==> src/rtl/morse_pattern_tx_if.sv <==
// Handshake and serial-output bundle for the Morse light-pattern transmitter.
// The master supplies the pattern request; the slave is the transmitter itself.
interface morse_pattern_tx_if #(
    parameter int PAT_W = 16,
    parameter int LEN_W = $clog2(PAT_W + 1)
);
    logic             start;
    logic [PAT_W-1:0] pattern;
    logic [LEN_W-1:0] length;
    logic             repeat_en;
    logic             abort;
    logic             busy;
    logic             done;
    logic             tick;
    logic             light;

    modport master (
        output start, pattern, length, repeat_en, abort,
        input  busy, done, tick, light
    );

    modport slave (
        input  start, pattern, length, repeat_en, abort,
        output busy, done, tick, light
    );
endinterface

==> src/rtl/morse_pattern_tx.sv <==
// Serial light-pattern transmitter: shifts a variable-length pattern out LSB first,
// one bit per DIV-clock symbol period, with optional gapped auto-repeat and abort.
module morse_pattern_tx #(
    parameter int PAT_W     = 16,
    parameter int DIV       = 25000000,
    parameter int GAP_TICKS = 3
) (
    input  logic               clk,
    input  logic               resetn,
    morse_pattern_tx_if.slave  bus
);
    localparam int LEN_W = $clog2(PAT_W + 1);
    localparam int DIV_W = (DIV > 1) ? $clog2(DIV) : 1;
    localparam int GAP_W = $clog2(GAP_TICKS + 1);

    typedef enum logic [1:0] {
        IDLE = 2'd0,
        SEND = 2'd1,
        GAP  = 2'd2
    } state_t;

    state_t           state;
    logic [PAT_W-1:0] shreg;
    logic [PAT_W-1:0] shadow;
    logic [LEN_W-1:0] bit_cnt;
    logic [LEN_W-1:0] len_q;
    logic [GAP_W-1:0] gap_cnt;
    logic [DIV_W-1:0] div_cnt;
    logic             busy_q;
    logic             done_q;
    logic             light_q;

    logic             div_end;
    logic             tick_w;
    logic [LEN_W-1:0] len_eff;
    logic [PAT_W-1:0] shreg_nxt;

    // tick is decoded from the divider so the shift happens on the same edge it marks
    assign div_end   = (div_cnt == DIV_W'(DIV - 1));
    assign tick_w    = (state != IDLE) && div_end;
    assign len_eff   = (bus.length > LEN_W'(PAT_W)) ? LEN_W'(PAT_W) : bus.length;
    assign shreg_nxt = shreg >> 1;

    // NOTE: sequential state uses non-blocking assignments so every register
    // samples the pre-edge values, independent of statement order.
    always_ff @(posedge clk or negedge resetn) begin
        if (!resetn) begin
            // NOTE: the pattern storage is cleared too; it is a handful of flops,
            // not a RAM, so resetting it costs nothing and keeps state deterministic.
            state   <= IDLE;
            shreg   <= '0;
            shadow  <= '0;
            bit_cnt <= '0;
            len_q   <= '0;
            gap_cnt <= '0;
            div_cnt <= '0;
            busy_q  <= 1'b0;
            done_q  <= 1'b0;
            light_q <= 1'b0;
        end else begin
            done_q <= 1'b0;
            if (state == IDLE) begin
                div_cnt <= '0;
                if (bus.start && (bus.length != '0) && !bus.abort) begin
                    shreg   <= bus.pattern;
                    shadow  <= bus.pattern;
                    bit_cnt <= len_eff;
                    len_q   <= len_eff;
                    light_q <= bus.pattern[0];
                    busy_q  <= 1'b1;
                    state   <= SEND;
                end
            end else if (bus.abort) begin
                state   <= IDLE;
                div_cnt <= '0;
                busy_q  <= 1'b0;
                light_q <= 1'b0;
            end else begin
                div_cnt <= div_end ? '0 : div_cnt + DIV_W'(1);
                if (div_end) begin
                    if (state == SEND) begin
                        shreg   <= shreg_nxt;
                        bit_cnt <= bit_cnt - LEN_W'(1);
                        light_q <= shreg_nxt[0];
                        if (bit_cnt == LEN_W'(1)) begin
                            light_q <= 1'b0;
                            if (bus.repeat_en) begin
                                gap_cnt <= GAP_W'(GAP_TICKS);
                                state   <= GAP;
                            end else begin
                                busy_q <= 1'b0;
                                done_q <= 1'b1;
                                state  <= IDLE;
                            end
                        end
                    end else begin
                        gap_cnt <= gap_cnt - GAP_W'(1);
                        if (gap_cnt == GAP_W'(1)) begin
                            shreg   <= shadow;
                            bit_cnt <= len_q;
                            light_q <= shadow[0];
                            state   <= SEND;
                        end
                    end
                end
            end
        end
    end

    assign bus.busy  = busy_q;
    assign bus.done  = done_q;
    assign bus.tick  = tick_w;
    assign bus.light = light_q;
endmodule

==> src/flat_wrapper.sv <==
// flat-port wrapper written by rule: the top's interface ports become plain ports
module morse_pattern_tx_flat 
#(
    parameter int PAT_W     = 16,
    parameter int DIV       = 25000000,
    parameter int GAP_TICKS = 3
)
  (clk, resetn, bus_start, bus_pattern, bus_length, bus_repeat_en, bus_abort, bus_busy, bus_done, bus_tick, bus_light);
  morse_pattern_tx_if #(.PAT_W(PAT_W)) bus_i ();
  input  logic clk;
  input  logic resetn;
  input wire logic [$bits(bus_i.start)-1:0] bus_start;
  input wire logic [$bits(bus_i.pattern)-1:0] bus_pattern;
  input wire logic [$bits(bus_i.length)-1:0] bus_length;
  input wire logic [$bits(bus_i.repeat_en)-1:0] bus_repeat_en;
  input wire logic [$bits(bus_i.abort)-1:0] bus_abort;
  output wire logic [$bits(bus_i.busy)-1:0] bus_busy;
  output wire logic [$bits(bus_i.done)-1:0] bus_done;
  output wire logic [$bits(bus_i.tick)-1:0] bus_tick;
  output wire logic [$bits(bus_i.light)-1:0] bus_light;
  assign bus_i.start = bus_start;
  assign bus_i.pattern = bus_pattern;
  assign bus_i.length = bus_length;
  assign bus_i.repeat_en = bus_repeat_en;
  assign bus_i.abort = bus_abort;
  assign bus_busy = bus_i.busy;
  assign bus_done = bus_i.done;
  assign bus_tick = bus_i.tick;
  assign bus_light = bus_i.light;
  morse_pattern_tx #(.PAT_W(PAT_W), .DIV(DIV), .GAP_TICKS(GAP_TICKS)) u_core (.clk(clk), .resetn(resetn), .bus(bus_i));
endmodule
==> config.mk <==
export PLATFORM = sky130hd
export DESIGN_NAME = morse_pattern_tx_flat
export DESIGN_NICKNAME = d
export VERILOG_FILES = /design/src/rtl/morse_pattern_tx_if.sv /design/src/rtl/morse_pattern_tx.sv /design/src/flat_wrapper.sv
export SDC_FILE = /design/constraint.sdc
export NUM_CORES = 1
export LEC_CHECK = 0
export ABC_AREA = 1
export CORE_UTILIZATION = 45
export CTS_BUF_LIST = sky130_fd_sc_hd__clkbuf_8
export DETAILED_ROUTE_END_ITERATION = 8
export SETUP_SLACK_MARGIN = 0.4
export SLEW_MARGIN = 20
export SYNTH_ARGS = -nofsm -noshare
export SYNTH_HDL_FRONTEND = slang
export SYNTH_SLANG_ARGS = --single-unit
==> constraint.sdc <==
create_clock -name clk -period 3.6 [get_ports clk]
set_input_delay 0.72 -clock clk [delete_from_list [all_inputs] [get_ports clk]]
set_output_delay 0.72 -clock clk [all_outputs]
set_load 0.05 [all_outputs]
== After elaboration in Yosys (flattened, before gate mapping) ==
Cells that the tools add are included.

* Bits of input ports: 26
* Word-level logic and storage cells: 92
* Output and inout port bits: 4
* Bits in registers: 74

* Reduce and logical (&&, ||, !) cells: 19
* Magnitude comparators: 1
* Bitwise logic cells: 2
* Equality and inequality tests: 10
* Add/subtract/negate cells: 3
* Multiplexer cells: 47

{| class="wikitable"
|+ Operators with widths
! kind !! count
|-
| 2-to-1 mux 16 bit || 6
|-
| 2-to-1 mux 25 bit || 3
|-
| 2-to-1 mux 5 bit || 7
|-
| adder 25 x 1 -> 25 bit (second input constant) || 1
|-
| equality test 25 bit (second input constant) || 1
|-
| 2-to-1 mux 2 bit || 11
|-
| 2-to-1 mux 1 bit || 20
|-
| nonzero test 3 bit || 4
|-
| AND reduction 5 bit || 2
|-
| AND reduction 4 bit || 2
|-
| != test 2 bit (second input constant) || 3
|-
| equality test 5 x 1 -> 1 bit (second input constant) || 1
|-
| greater-than comparator 5 bit (second input constant) || 1
|-
| nonzero test 5 bit || 1
|-
| subtractor 5 x 1 -> 5 bit (second input constant) || 1
|-
| equality test 2 x 1 -> 1 bit (second input constant) || 2
|-
| != test 4 x 3 -> 1 bit (second input constant) || 1
|-
| nonzero test 2 bit || 2
|-
| nonzero test 4 bit || 1
|-
| logical AND 1 bit || 3
|-
| != test 3 x 1 -> 1 bit (second input constant) || 1
|-
| AND reduction 3 bit || 1
|-
| zero test 2 bit || 1
|-
| != test 2 x 1 -> 1 bit (second input constant) || 1
|-
| 4 further kinds || 5
|}

== Longest topological paths before layout ==
* Depth after elaboration: 6
* Mapped depth: 11
* Depth with buffers taken out: 11

== Worst setup path before layout ==
Ideal clock, no wire load.

* Path type: reg-to-output
* Start: register u_core.div_cnt[0]
* End: output bus_tick
* Slack: 0.990 ns
* Arrival: 1.890 ns
* Buffers on the path: 0
* Stages on the path, launching flop included: 6
* Required time: 2.880 ns
* Cells stage by stage: dfrtp_1 ha_1 nand3_1 inv_1 nand3_2 nor3_1

* Longest elaborated chain between the ends: 2

{| class="wikitable"
|+ Ends and longest elaborated chain
! item !! line !! source
|-
| start: declaration || morse_pattern_tx.sv:28 || <nowiki>logic [DIV_W-1:0] div_cnt;</nowiki>
|-
| start signal: assignment || morse_pattern_tx.sv:79 || <nowiki>div_cnt <= div_end ? '0 : div_cnt + DIV_W'(1);</nowiki>
|-
| equality test 25 bit || morse_pattern_tx.sv:39 || <nowiki>assign div_end = (div_cnt == DIV_W'(DIV - 1));</nowiki>
|-
| logical AND 1 bit || morse_pattern_tx.sv:40 || <nowiki>assign tick_w = (state != IDLE) && div_end;</nowiki>
|-
| end: declaration || flat_wrapper.sv:19 || <nowiki>output wire logic [$bits(bus_i.tick)-1:0] bus_tick;</nowiki>
|}

No other way between the ends.

== Final worst setup path ==
* Start: register u_core.div_cnt[6]
* End: output bus_tick

The elaborated chain is that of the path after synthesis.

==> results.py <==
metrics = {
    "logic_synthesis": {
        "ys.warnings.count": 0,
        "synth_seq_area_share": 0.449,
        "async_set_or_reset_flop_fraction_in_the_synthesized_netlist": 1.00,
        "ys_seq_elements": 73,
        "synth.lib_cells_used.distinct": 38,
        "synth_top_cell_area_share": 0.449,
        "synth_area_leaders": "dfrtp_1, nand2_1, nor2_1",
        "post_synth_inst_count": 530,
        "synth_top_flop_cell": "dfrtp_1",
        "synth_area_per_cell_um2": 7.67,
        "count_of_flip_flops_with_a_built_in_enable_after_synthesis": 0,
        "postSynthNetCount": 560,
        "netlist.top_cell.by_area": "dfrtp_1",
        "synth_area_um2": 4070,
    },
    "die": {
        "placeableCoreArea_um2": 8720,
        "io_pins": 30,
        "floorplan.initialDensity": 0.466,
        "row_count": 34,
        "die_area_um2": 9420,
        "chipHeight_um": 97.0,
        "dieWidth_um": 97.0,
    },
    "worst_setup_path": {
        "worstSetupStartpoint": "u_core.div_cnt[6]$_DFF_PN0_",
        "worst_setup_path_end_kind": "output pin",
        "critPathMostFrequentCell": "nor2_1",
        "crit_chain": "nor2_1 -> nand2_1 -> nor2_1 -> nand3_2 -> nor3_1 -> clkdlybuf4s50_1",
        "critPathLaunchType": "register",
        "crit_path_top_delay_cell": "clkdlybuf4s50_1",
        "crit_fanout": 5,
        "timing_worst_setup_path_type": "reg2out",
        "worst_r2r_startpoint": "u_core.state[1]$_DFFE_PN0P_",
        "cp.arrival_ns": 2.25,
        "setup.reg_to_reg.worst_slack_ns": 1.37,
        "crit_required_ns": 2.88,
        "cpPeakStageDelay_ns": 0.83,
    },
    "clock_network": {
        "clock_tree_from_tritoncts": "yes",
        "cts.path.max_buffers": 2,
        "cts_repair_resize_count": 0,
        "htree_levels": 3,
        "clkSinkCount": 73,
        "clk_latency_ns": 0.35,
        "total_cts_buffers": 9,
        "postCtsSetupRepairBufs": 0,
        "clock-root-buffer": "clkbuf_8",
        "clock_pin_slew_reported_for_the_worst_setup_and_hold_paths_after_clock_tree_synthesis_ns": 0.08,
        "cts.hold.buffers_added": 0,
    },
    "global_route": {
        "groute.usage.overall": 0.201,
        "grt_first_pass_wirelength_um": 15200,
        "grt.overflow.total": 0,
        "grt_max_degree": 74,
        "grt_pass1_vias": 3280,
        "antenna_found_initial": 0,
    },
    "sta": {
        "worst-slew-pin-transition_ns": 0.919,
        "finalCriticalPeriod_ns": 2.97,
        "timing.final.crit_share": 0.824,
        "timing.clock.skew_ns": 0.00880,
        "setup_slack_ns": 0.634,
        "maxSlewHeadroom": 0.387,
        "timing.fmax_ghz": 0.337,
        "final_report_setup_violation_count": 0,
        "hold_viol": 0,
        "finalSetupTns_ns": 0,
        "drv_slew": 0,
        "grt_setup_unrepaired": "no",
    },
    "detailed_routing": {
        "vias": 3408,
        "drc": 0,
        "wirelength_um": 8800,
        "drtPass1Iterations": 4,
        "drt_first_iter_violations": 165,
        "detail-route-antenna-nets": 0,
        "avgRoutedWirePerCell_um": 13.2,
        "routed_via_density": 5.10,
    },
    "final_layout": {
        "final_net_count": 585,
        "area_growth_syn_to_fin_pct": 13.8,
        "final_core_util": 0.530,
        "n_antenna_cell": 0,
        "non_filler_cells_in_the_finished_layout": 668,
        "layout.filler_cells": 842,
        "layout-drive-gt1-share": 0.113,
    },
    "power_and_ir_drop": {
        "leakage_nw": 2.16,
        "total_power_mw": 2.96,
        "clock_network_fraction_of_total_power": 0.250,
        "comb_power_share": 0.348,
        "power_density_nw_per_um2": 640,
        "max-vdd-ir-drop_mv": 0.277,
        "power.share.switching": 0.379,
        "cell_internal_pwr_mw": 1.84,
        "p_switching_mw": 1.12,
        "seq_power_share": 0.402,
    },
    "flow_run": {
        "cap_viol_max_count": 0,
    },
    "outcome": {
        "outcome": "complete, no violations",
    },
    "placement": {
        "gp_congestion": 0.866,
        "buffer_ports.inserted": 29,
        "dpl_worst_slack_ns": 0.972,
        "dpl.cell_count": 652,
        "detailedPlacementHpwl_um": 5840,
    },
    "min_path": {
        "worst_hold_path_type": "reg2reg",
        "hold_path_origin": "u_core.div_cnt[0]$_DFF_PN0_",
    },
}
-- per-stage QoR --
| step | cell area [µm²] | hold WS [ns] |
|---|---|---|
| floorplan | 4070 | 0.424 |
| global placement | 4400 | 0.443 |
| detailed placement | 4400 | 0.456 |
| CTS | 4620 | 0.466 |
| global route | 4620 | 0.496 |
| finish | 4620 | 0.463 |
-- kinds of logic after synthesis --
| family | after synthesis | share of synthesized area |
|---|---|---|
| and+or+nand+nor | 314 | 0.356 |
| adders and majority gates | 4 | 0.0123 |
| buffers and inverters | 77 | 0.0819 |
| xor gates and xnor gates | 8 | 0.0172 |
| muxes | 2 | 0.00554 |
| DFF | 73 | 0.449 |
| AOI/OAI and AO/OA | 52 | 0.0773 |
-- synthesized netlist by cell type (5+ instances only) --
library cell / n
nand2_1: 160
nand2_2: 8
dfrtp_1: 73
inv_1: 49
clkbuf_1: 6
o211ai_1: 15
o21ai_0: 24
nand3_1: 38
buf_2: 5
inv_2: 11
nand4_1: 5
buf_6: 5
nor2_1: 56
nor3_1: 21
nor2_4: 5
xor2_1: 7
nor2_2: 7
-- state kept, by name, indices dropped and copies added, names as in the netlist --
| name | flops |
|---|---|
| u_core.bus.busy | 1 |
| u_core.gap_cnt | 2 |
| u_core.shadow | 16 |
| u_core.state | 2 |
| u_core.shreg | 15 |
| u_core.bus.done | 1 |
| u_core.div_cnt | 25 |
| u_core.len_q | 5 |
| u_core.bus.light | 1 |
| u_core.bit_cnt | 5 |
-- worst paths after layout --
check                                                to  cells after the start
min reg2reg                 u_core.div_cnt[0]$_DFF_PN0_                      1
max in group asynchronous  u_core.shadow[9]$_DFFE_PN0P_                      1
max                                            bus_tick                      6
min in group asynchronous   u_core.div_cnt[9]$_DFF_PN0_                      1
min                         u_core.div_cnt[0]$_DFF_PN0_                      1
max reg2reg                u_core.shreg[12]$_DFFE_PN0P_                      9
-- worst max-delay path: cells and delay by family, from the launching register on --
kind | cells | cell delay, ns
simple gates | 5 | 0.63
flops | 1 | 0.45
buf+inv | 1 | 0.83
-- power groups by stage --
stage | registers [mW] | clock network [mW] | logic, mW
4_1_cts | 1.19 | 0.758 | 1.04
6_report | 1.19 | 0.739 | 1.03
2_1_floorplan | 1.21 | 0 | 0.773
5_1_grt | 1.22 | 0.787 | 1.18
3_5_place_dp | 1.20 | 0 | 1.04
3_3_place_gp | 1.20 | 0 | 1.02
-- layout make-up --
cell class | count | area (µm²) | share of cell area
Clock buffer | 11 | 151 | 0.0327
Clock inverter | 5 | 77.6 | 0.0168
Inverter | 60 | 225 | 0.0487
Multi-Input combinational cell | 380 | 1910 | 0.412
Sequential cell | 73 | 1830 | 0.395
Tap cell | 108 | 135 | 0.0292
Timing Repair Buffer | 31 | 303 | 0.0655
-- layout by cell type, fill, tap and decap left out --
cell type | Yosys | layout
inv_2 | 11 | 11
nor4_1 | 1 | 1
clkinv_2 | 0 | 2
a22oi_1 | 1 | 1
a21oi_1 | 4 | 4
o221ai_1 | 2 | 2
nor2_1 | 56 | 56
nand2_4 | 4 | 4
nand4_4 | 1 | 1
a2bb2oi_1 | 1 | 1
xnor2_1 | 1 | 1
nor3_1 | 21 | 21
nor2_4 | 5 | 5
nor3b_1 | 1 | 1
nor3_2 | 1 | 1
or2_2 | 1 | 1
o21ai_0 | 24 | 24
mux2_2 | 1 | 1
mux2_1 | 1 | 1
bufinv_16 | 0 | 2
dfrtp_1 | 73 | 73
nand4_2 | 1 | 1
nand4_1 | 5 | 5
nor2_2 | 7 | 7
xor2_1 | 7 | 7
nand2_2 | 8 | 8
inv_1 | 49 | 49
clkbuf_8 | 0 | 11
nand2_1 | 160 | 160
buf_4 | 0 | 3
nand3_2 | 1 | 1
nor3b_2 | 2 | 2
o211ai_1 | 15 | 15
clkdlybuf4s50_1 | 0 | 28
nand3_1 | 38 | 38
nand3_4 | 1 | 1
o21ai_1 | 4 | 4
o21a_1 | 1 | 1
ha_1 | 4 | 4
clkinvlp_4 | 0 | 1
-- per-layer routing --
metal	global-route usage	wire, µm	vias to the layer above
li1	-	-	1738
met4	0.0941	113	0
met3	0.0347	292	8
met2	0.329	4340	46
met5	0	0	-
met1	0.260	4060	1616
Power figures use the tool's default switching activity.
